<file path="config.mk">
export PLATFORM = sky130hd
export DESIGN_NAME = ps2_ascii_sender
export DESIGN_NICKNAME = d
export VERILOG_FILES = /design/src/rtl/ps2_pkg.sv /design/src/rtl/ps2_frame_tx.sv /design/src/rtl/ps2_ascii_sender.sv
export SDC_FILE = /design/constraint.sdc
export NUM_CORES = 1
export LEC_CHECK = 0
export CELL_PAD_IN_SITES_DETAIL_PLACEMENT = 1
export CELL_PAD_IN_SITES_GLOBAL_PLACEMENT = 1
export CORE_MARGIN = 10
export CORE_UTILIZATION = 49
export CTS_BUF_LIST = sky130_fd_sc_hd__clkbuf_4 sky130_fd_sc_hd__clkbuf_8
export CTS_CLUSTER_DIAMETER = 50
export DETAILED_ROUTE_END_ITERATION = 8
export PLACE_DENSITY_LB_ADDON = 0.1
export SYNTH_ARGS = -nofsm -noshare
export SYNTH_HDL_FRONTEND = slang
export SYNTH_SLANG_ARGS = --single-unit
</file>
<file path="constraint.sdc">
create_clock -name clk -period 3.3 [get_ports clk]
set_input_delay 0.495 -clock clk [delete_from_list [all_inputs] [get_ports clk]]
set_output_delay 0.495 -clock clk [all_outputs]
set_load 0.02 [all_outputs]
</file>
<file path="src/rtl/ps2_pkg.sv">
// Shared constants, sequencer state type and the ASCII -> PS/2 set-2 make-code table.
package ps2_pkg;

  localparam logic [7:0]  PS2_BREAK      = 8'hF0;
  localparam int unsigned PS2_FRAME_BITS = 11;

  typedef enum logic [2:0] {
    StIdle,
    StMake,
    StGap1,
    StBrk,
    StGap2,
    StCode
  } seq_state_e;

  // Returns {hit, code}; hit=0 means the character has no scancode.
  function automatic logic [8:0] ascii2scan(input logic [7:0] ch);
    logic [7:0] code;
    logic       hit;
    hit  = 1'b1;
    code = 8'h00;
    case (ch)
      8'h61: code = 8'h1C;
      8'h62: code = 8'h32;
      8'h63: code = 8'h21;
      8'h64: code = 8'h23;
      8'h65: code = 8'h24;
      8'h66: code = 8'h2B;
      8'h67: code = 8'h34;
      8'h68: code = 8'h33;
      8'h69: code = 8'h43;
      8'h6A: code = 8'h3B;
      8'h6B: code = 8'h42;
      8'h6C: code = 8'h4B;
      8'h6D: code = 8'h3A;
      8'h6E: code = 8'h31;
      8'h6F: code = 8'h44;
      8'h70: code = 8'h4D;
      8'h71: code = 8'h15;
      8'h72: code = 8'h2D;
      8'h73: code = 8'h1B;
      8'h74: code = 8'h2C;
      8'h75: code = 8'h3C;
      8'h76: code = 8'h2A;
      8'h77: code = 8'h1D;
      8'h78: code = 8'h22;
      8'h79: code = 8'h35;
      8'h7A: code = 8'h1A;
      8'h30: code = 8'h45;
      8'h31: code = 8'h16;
      8'h32: code = 8'h1E;
      8'h33: code = 8'h26;
      8'h34: code = 8'h25;
      8'h35: code = 8'h2E;
      8'h36: code = 8'h36;
      8'h37: code = 8'h3D;
      8'h38: code = 8'h3E;
      8'h39: code = 8'h46;
      default: hit = 1'b0;
    endcase
    return {hit, code};
  endfunction

endpackage

</file>
<file path="src/rtl/ps2_frame_tx.sv">
// One-byte PS/2 device-to-host serializer: start, 8 data bits LSB first, odd parity, stop.
module ps2_frame_tx
  import ps2_pkg::*;
#(
  parameter int unsigned CLK_DIV = 2500
) (
  input  logic       clk_i,
  input  logic       rst_ni,
  input  logic       start_i,
  input  logic [7:0] byte_i,
  output logic       done_o,
  output logic       ps2_clk_o,
  output logic       ps2_data_o
);

  localparam int unsigned     DivW    = (CLK_DIV > 1) ? $clog2(CLK_DIV) : 1;
  localparam logic [DivW-1:0] DivLast = DivW'(CLK_DIV - 1);
  localparam logic [3:0]      BitLast = 4'(PS2_FRAME_BITS - 1);

  logic            busy_q, busy_d;
  logic            low_q, low_d;
  logic [DivW-1:0] cnt_q, cnt_d;
  logic [3:0]      bit_q, bit_d;
  logic [10:0]     frame_q, frame_d;
  logic            clk_q, clk_d;
  logic            data_q, data_d;
  logic            phase_end;

  always_comb begin
    busy_d    = busy_q;
    low_d     = low_q;
    cnt_d     = cnt_q;
    bit_d     = bit_q;
    frame_d   = frame_q;
    clk_d     = clk_q;
    data_d    = data_q;
    phase_end = busy_q && (cnt_q == DivLast);
    done_o    = phase_end && low_q && (bit_q == BitLast);

    if (!busy_q) begin
      if (start_i) begin
        busy_d  = 1'b1;
        frame_d = {1'b1, ~^byte_i, byte_i, 1'b0};
        cnt_d   = '0;
        low_d   = 1'b0;
        bit_d   = '0;
        clk_d   = 1'b1;
        data_d  = 1'b0;
      end
    end else if (phase_end) begin
      cnt_d = '0;
      if (!low_q) begin
        low_d = 1'b1;
        clk_d = 1'b0;
      end else begin
        // Bit boundary: data only moves here, while the clock goes back high.
        low_d = 1'b0;
        clk_d = 1'b1;
        if (bit_q == BitLast) begin
          busy_d = 1'b0;
          bit_d  = '0;
          data_d = 1'b1;
        end else begin
          bit_d   = bit_q + 4'd1;
          frame_d = {1'b1, frame_q[10:1]};
          data_d  = frame_q[1];
        end
      end
    end else begin
      cnt_d = cnt_q + 1'b1;
    end
  end

  always_ff @(posedge clk_i or negedge rst_ni) begin
    if (!rst_ni) begin
      busy_q  <= 1'b0;
      low_q   <= 1'b0;
      cnt_q   <= '0;
      bit_q   <= '0;
      frame_q <= '1;
      clk_q   <= 1'b1;
      data_q  <= 1'b1;
    end else begin
      busy_q  <= busy_d;
      low_q   <= low_d;
      cnt_q   <= cnt_d;
      bit_q   <= bit_d;
      frame_q <= frame_d;
      clk_q   <= clk_d;
      data_q  <= data_d;
    end
  end

  assign ps2_clk_o  = clk_q;
  assign ps2_data_o = data_q;

endmodule

</file>
<file path="src/rtl/ps2_ascii_sender.sv">
// PS/2 keyboard emulator: per accepted ASCII char sends make code, F0, make code.
module ps2_ascii_sender
  import ps2_pkg::*;
#(
  parameter int unsigned CLK_DIV    = 2500,
  parameter int unsigned GAP_CYCLES = 50000
) (
  input  logic       clk,
  input  logic       clrn,
  input  logic [7:0] ascii,
  input  logic       valid,
  output logic       ready,
  output logic       err,
  output logic       ps2_clk,
  output logic       ps2_data
);

  localparam int unsigned     GapW    = (GAP_CYCLES > 1) ? $clog2(GAP_CYCLES) : 1;
  localparam logic [GapW-1:0] GapLast = GapW'(GAP_CYCLES - 1);

  seq_state_e      state_q, state_d;
  logic [7:0]      code_q, code_d;
  logic [GapW-1:0] gap_q, gap_d;
  logic            ready_q, ready_d;
  logic            err_q, err_d;
  logic [8:0]      scan;
  logic            tx_start;
  logic            tx_done;
  logic [7:0]      tx_byte;

  always_comb begin
    state_d  = state_q;
    code_d   = code_q;
    gap_d    = gap_q;
    ready_d  = ready_q;
    err_d    = 1'b0;
    tx_start = 1'b0;
    tx_byte  = code_q;
    scan     = ascii2scan(ascii);

    unique case (state_q)
      StIdle: begin
        if (valid && ready_q) begin
          if (scan[8]) begin
            // Serializer starts in the same edge so the start bit appears next cycle.
            tx_start = 1'b1;
            tx_byte  = scan[7:0];
            code_d   = scan[7:0];
            ready_d  = 1'b0;
            state_d  = StMake;
          end else begin
            err_d = 1'b1;
          end
        end
      end
      StMake: begin
        if (tx_done) begin
          gap_d   = '0;
          state_d = StGap1;
        end
      end
      StGap1: begin
        if (gap_q == GapLast) begin
          tx_start = 1'b1;
          tx_byte  = PS2_BREAK;
          state_d  = StBrk;
        end else begin
          gap_d = gap_q + 1'b1;
        end
      end
      StBrk: begin
        if (tx_done) begin
          gap_d   = '0;
          state_d = StGap2;
        end
      end
      StGap2: begin
        if (gap_q == GapLast) begin
          tx_start = 1'b1;
          state_d  = StCode;
        end else begin
          gap_d = gap_q + 1'b1;
        end
      end
      StCode: begin
        if (tx_done) begin
          ready_d = 1'b1;
          state_d = StIdle;
        end
      end
      default: state_d = StIdle;
    endcase
  end

  always_ff @(posedge clk or negedge clrn) begin
    if (!clrn) begin
      state_q <= StIdle;
      code_q  <= '0;
      gap_q   <= '0;
      ready_q <= 1'b1;
      err_q   <= 1'b0;
    end else begin
      state_q <= state_d;
      code_q  <= code_d;
      gap_q   <= gap_d;
      ready_q <= ready_d;
      err_q   <= err_d;
    end
  end

  ps2_frame_tx #(
    .CLK_DIV(CLK_DIV)
  ) u_frame_tx (
    .clk_i     (clk),
    .rst_ni    (clrn),
    .start_i   (tx_start),
    .byte_i    (tx_byte),
    .done_o    (tx_done),
    .ps2_clk_o (ps2_clk),
    .ps2_data_o(ps2_data)
  );

  assign ready = ready_q;
  assign err   = err_q;

endmodule

</file>
==> results.ini <==
[outcome]
status = completed

[sta]
max-slew-margin-rel_pct = 61.1
fin_crit_sh_pct = 94.0
min_period_ns = 3.10
maxSlewViolCount = 0
tns_ns = 0
whs_ns = 0.152
rsz0062_at_grt = no
worst_pin_slew_ns = 0.583
setup_slack_ns = 0.198
max_freq_mhz = 322
finalClockSkew_ns = 0.0110
finalHoldViolCount = 0
final-setup-viol-count = 0

[critical_path]
cp.arrival_ns = 3.36
max_stage_delay_ns = 0.52
r2r_slack_ns = 0.62
critPathBufInv = 3
crit_family = buffers and inverters
critPathCapture = u_frame_tx.frame_q[9]
slowest_stage = clkdlybuf4s50_1
r2r-start = gap_q[1]
path_cells = clkdlybuf4s50_1 > buf_12 > buf_4 > nand2_1 > o31ai_1 > or4_4 > or4b_4 > a2bb2oi_2 > xor2_1 > xnor3_1 > a21oi_1
r2r_cells = 9
cp-startpoint = ascii[3]
crit_fanout = 17
required_ns = 3.56
worst_setup_path_start_kind = primary input
crit_type = in2reg
reg2reg_to = u_frame_tx.frame_q[9]
worstSetupEndpointType = register
cp_num_cells = 11

[floorplan]
fp.dieW_um = 111
core_area_um2 = 8130
rows = 33
initial_core_util_pct = 50.0
die_area_um2 = 12300
io_pins = 15
die_height_um = 111

[power]
leakagePower_nw = 2.13
power.density_nw_per_um2 = 329
total_power_mw = 1.58
peakVddDrop_uv = 187

[placed_design]
portBuffers = 14
place_inst = 615
place_hpwl_um = 8500
place_congestion = 0.905
pre_cts_slack_ns = -0.141

[worst_hold_path]
worstHoldPathType = in2async

[final_layout]
layout_common_cells = nor2_1 (58), buf_4 (55), dfrtp_1 (46)
diodes = 0
fin_cells = 631
drive_gt1_share_pct = 20.7
fin_nets = 536
mostFrequentLayoutCell = nor2_1
areaGrowthSynthToFinish_pct = 18.2

[global_route]
grt_usage_pct = 18.7
first_global_vias = 4053
grt_max_degree = 34
grt_pass1_wl_um = 19900
antenna_found_initial = 0
grt_overflow = 0

[clock_network]
path_clk_slew_ns = 0.08
clockBufferDepth = 2
clk_latency_ns = 0.34
postCtsSetupBuffers = 0
htree_levels = 3
cts_buffers = 9
cts_tree = done
cts_root_buf = clkbuf_8
clkSinkCount = 58

[yosys]
syn_nets = 485
synthDistinctLibCells = 74
ys_ff_latch = 58
ys_seq_area_share_pct = 36.1
syn-cell-area_um2 = 4070
ys.flop_type = dfrtp_1
yosysWarningCount = 0
async_reset_ff_share_pct = 100
syn_area_per_cell_um2 = 8.65
netlist_instances = 470
synth-edff-count = 0

[detailed_routing]
vias = 3764
wl_per_cell_um = 18.1
drtIter0Drc = 162
via_per_inst = 5.97
wl_um = 11400
dr.pass1.iters = 4
ant_nets = 0
drc = 0

[flow_run]
maxCapViolations = 0

[power by group]
group	internal (mW)	switching [mW]
registers	0.711	0
logic	0.0739	0.0926
clock network	0.397	0.306
total	1.18	0.399
[per-stage QoR]
step	utilization (%)	cell area [um2]
2_1_floorplan	-	4070
3_3_place_gp	56.4	4590
3_5_place_dp	56.4	4590
4_1_cts	59.0	4800
5_1_grt	59.1	4810
6_report	59.1	4810
[cells by family after synthesis]
family          after synthesis  share of synthesized area [%]
xor+xnor                     28                           6.37
simple gates                214                           29.2
flops                        58                           36.1
fa+ha+maj                     4                           1.23
mux                           6                           1.60
buf+inv                      40                           5.69
compound gates              120                           19.9
[cell type report]
| type | instances | area (um2) |
|---|---|---|
| fill | 968 | 3320 |
| multi-input combinational | 372 | 2380 |
| sequential | 58 | 1470 |
| timing repair buffer | 71 | 591 |
| clock buffer | 12 | 159 |
| tap | 105 | 131 |
| clock inverter | 4 | 50.0 |
| inverter | 9 | 33.8 |
[worst min-delay path by stage]
stage | from | slack [ns] | cells past startpoint | end
floorplan | clrn | 0.20 | 0 | code_q[0]
global placement | u_frame_tx.cnt_q[8] | 0.46 | 1 | u_frame_tx.cnt_q[8]
detailed placement | u_frame_tx.ps2_clk_o | 0.47 | 2 | u_frame_tx.ps2_clk_o
CTS | clrn | 0.17 | 1 | u_frame_tx.cnt_q[10]
global route | clrn | 0.19 | 1 | u_frame_tx.cnt_q[9]
finish | clrn | 0.15 | 1 | u_frame_tx.cnt_q[9]
[registers in the layout, indices dropped and copies added (netlist names)]
name / flops
u_frame_tx.ps2_data_o: 1
u_frame_tx.bit_q: 4
u_frame_tx.busy_q: 1
state_q: 3
u_frame_tx.ps2_clk_o: 1
ready: 1
err: 1
u_frame_tx.frame_q: 9
gap_q: 16
u_frame_tx.cnt_q: 12
u_frame_tx.low_q: 1
code_q: 8
[metal layers]
metal / GRT usage, % / up-vias / share of wire, %
li1: - / 1811 / -
met1: 23.2 / 1850 / 45
met2: 30.9 / 78 / 48
met3: 3.90 / 25 / 4.1
met4: 7.54 / 0 / 2.1
met5: 0 / - / 0
[cells in the mapped netlist, types with 4 or more instances]
cell type  instances  area (um2)
a21o_1             5        37.5
a21oi_1           22         110
a22o_1             5        43.8
a31oi_1            6        37.5
and2_1             9        56.3
and3_1            12        75.1
buf_2              8        40.0
buf_4              7        52.6
buf_6              6        67.6
clkbuf_1          10        37.5
dfrtp_1           46        1150
dfstp_2           12         315
ha_1               4        50.1
inv_1              7        26.3
nand2_1           39         146
nand2b_1           8        50.1
nand3_1           20         100
nand4_1            5        31.3
nand4bb_1          4        45.0
nor2_1            58         218
nor2b_1            9        56.3
nor3_1            18        90.1
nor4b_1            4        35.0
nor4bb_1           4        40.0
o21ai_0           36         180
o22ai_1            6        37.5
o31ai_1            6        45.0
xnor2_1           10        87.6
xor2_1            17         149
[what timing repair did]
item / in CTS / in global routing
endpoints found under the hold margin: 0 / 0
hold buffers: 0 / 0
setup endpoints to repair: 0 / 1
gates resized for setup: 0 / 4
Note: power is estimated with default switching activity, not from simulation.
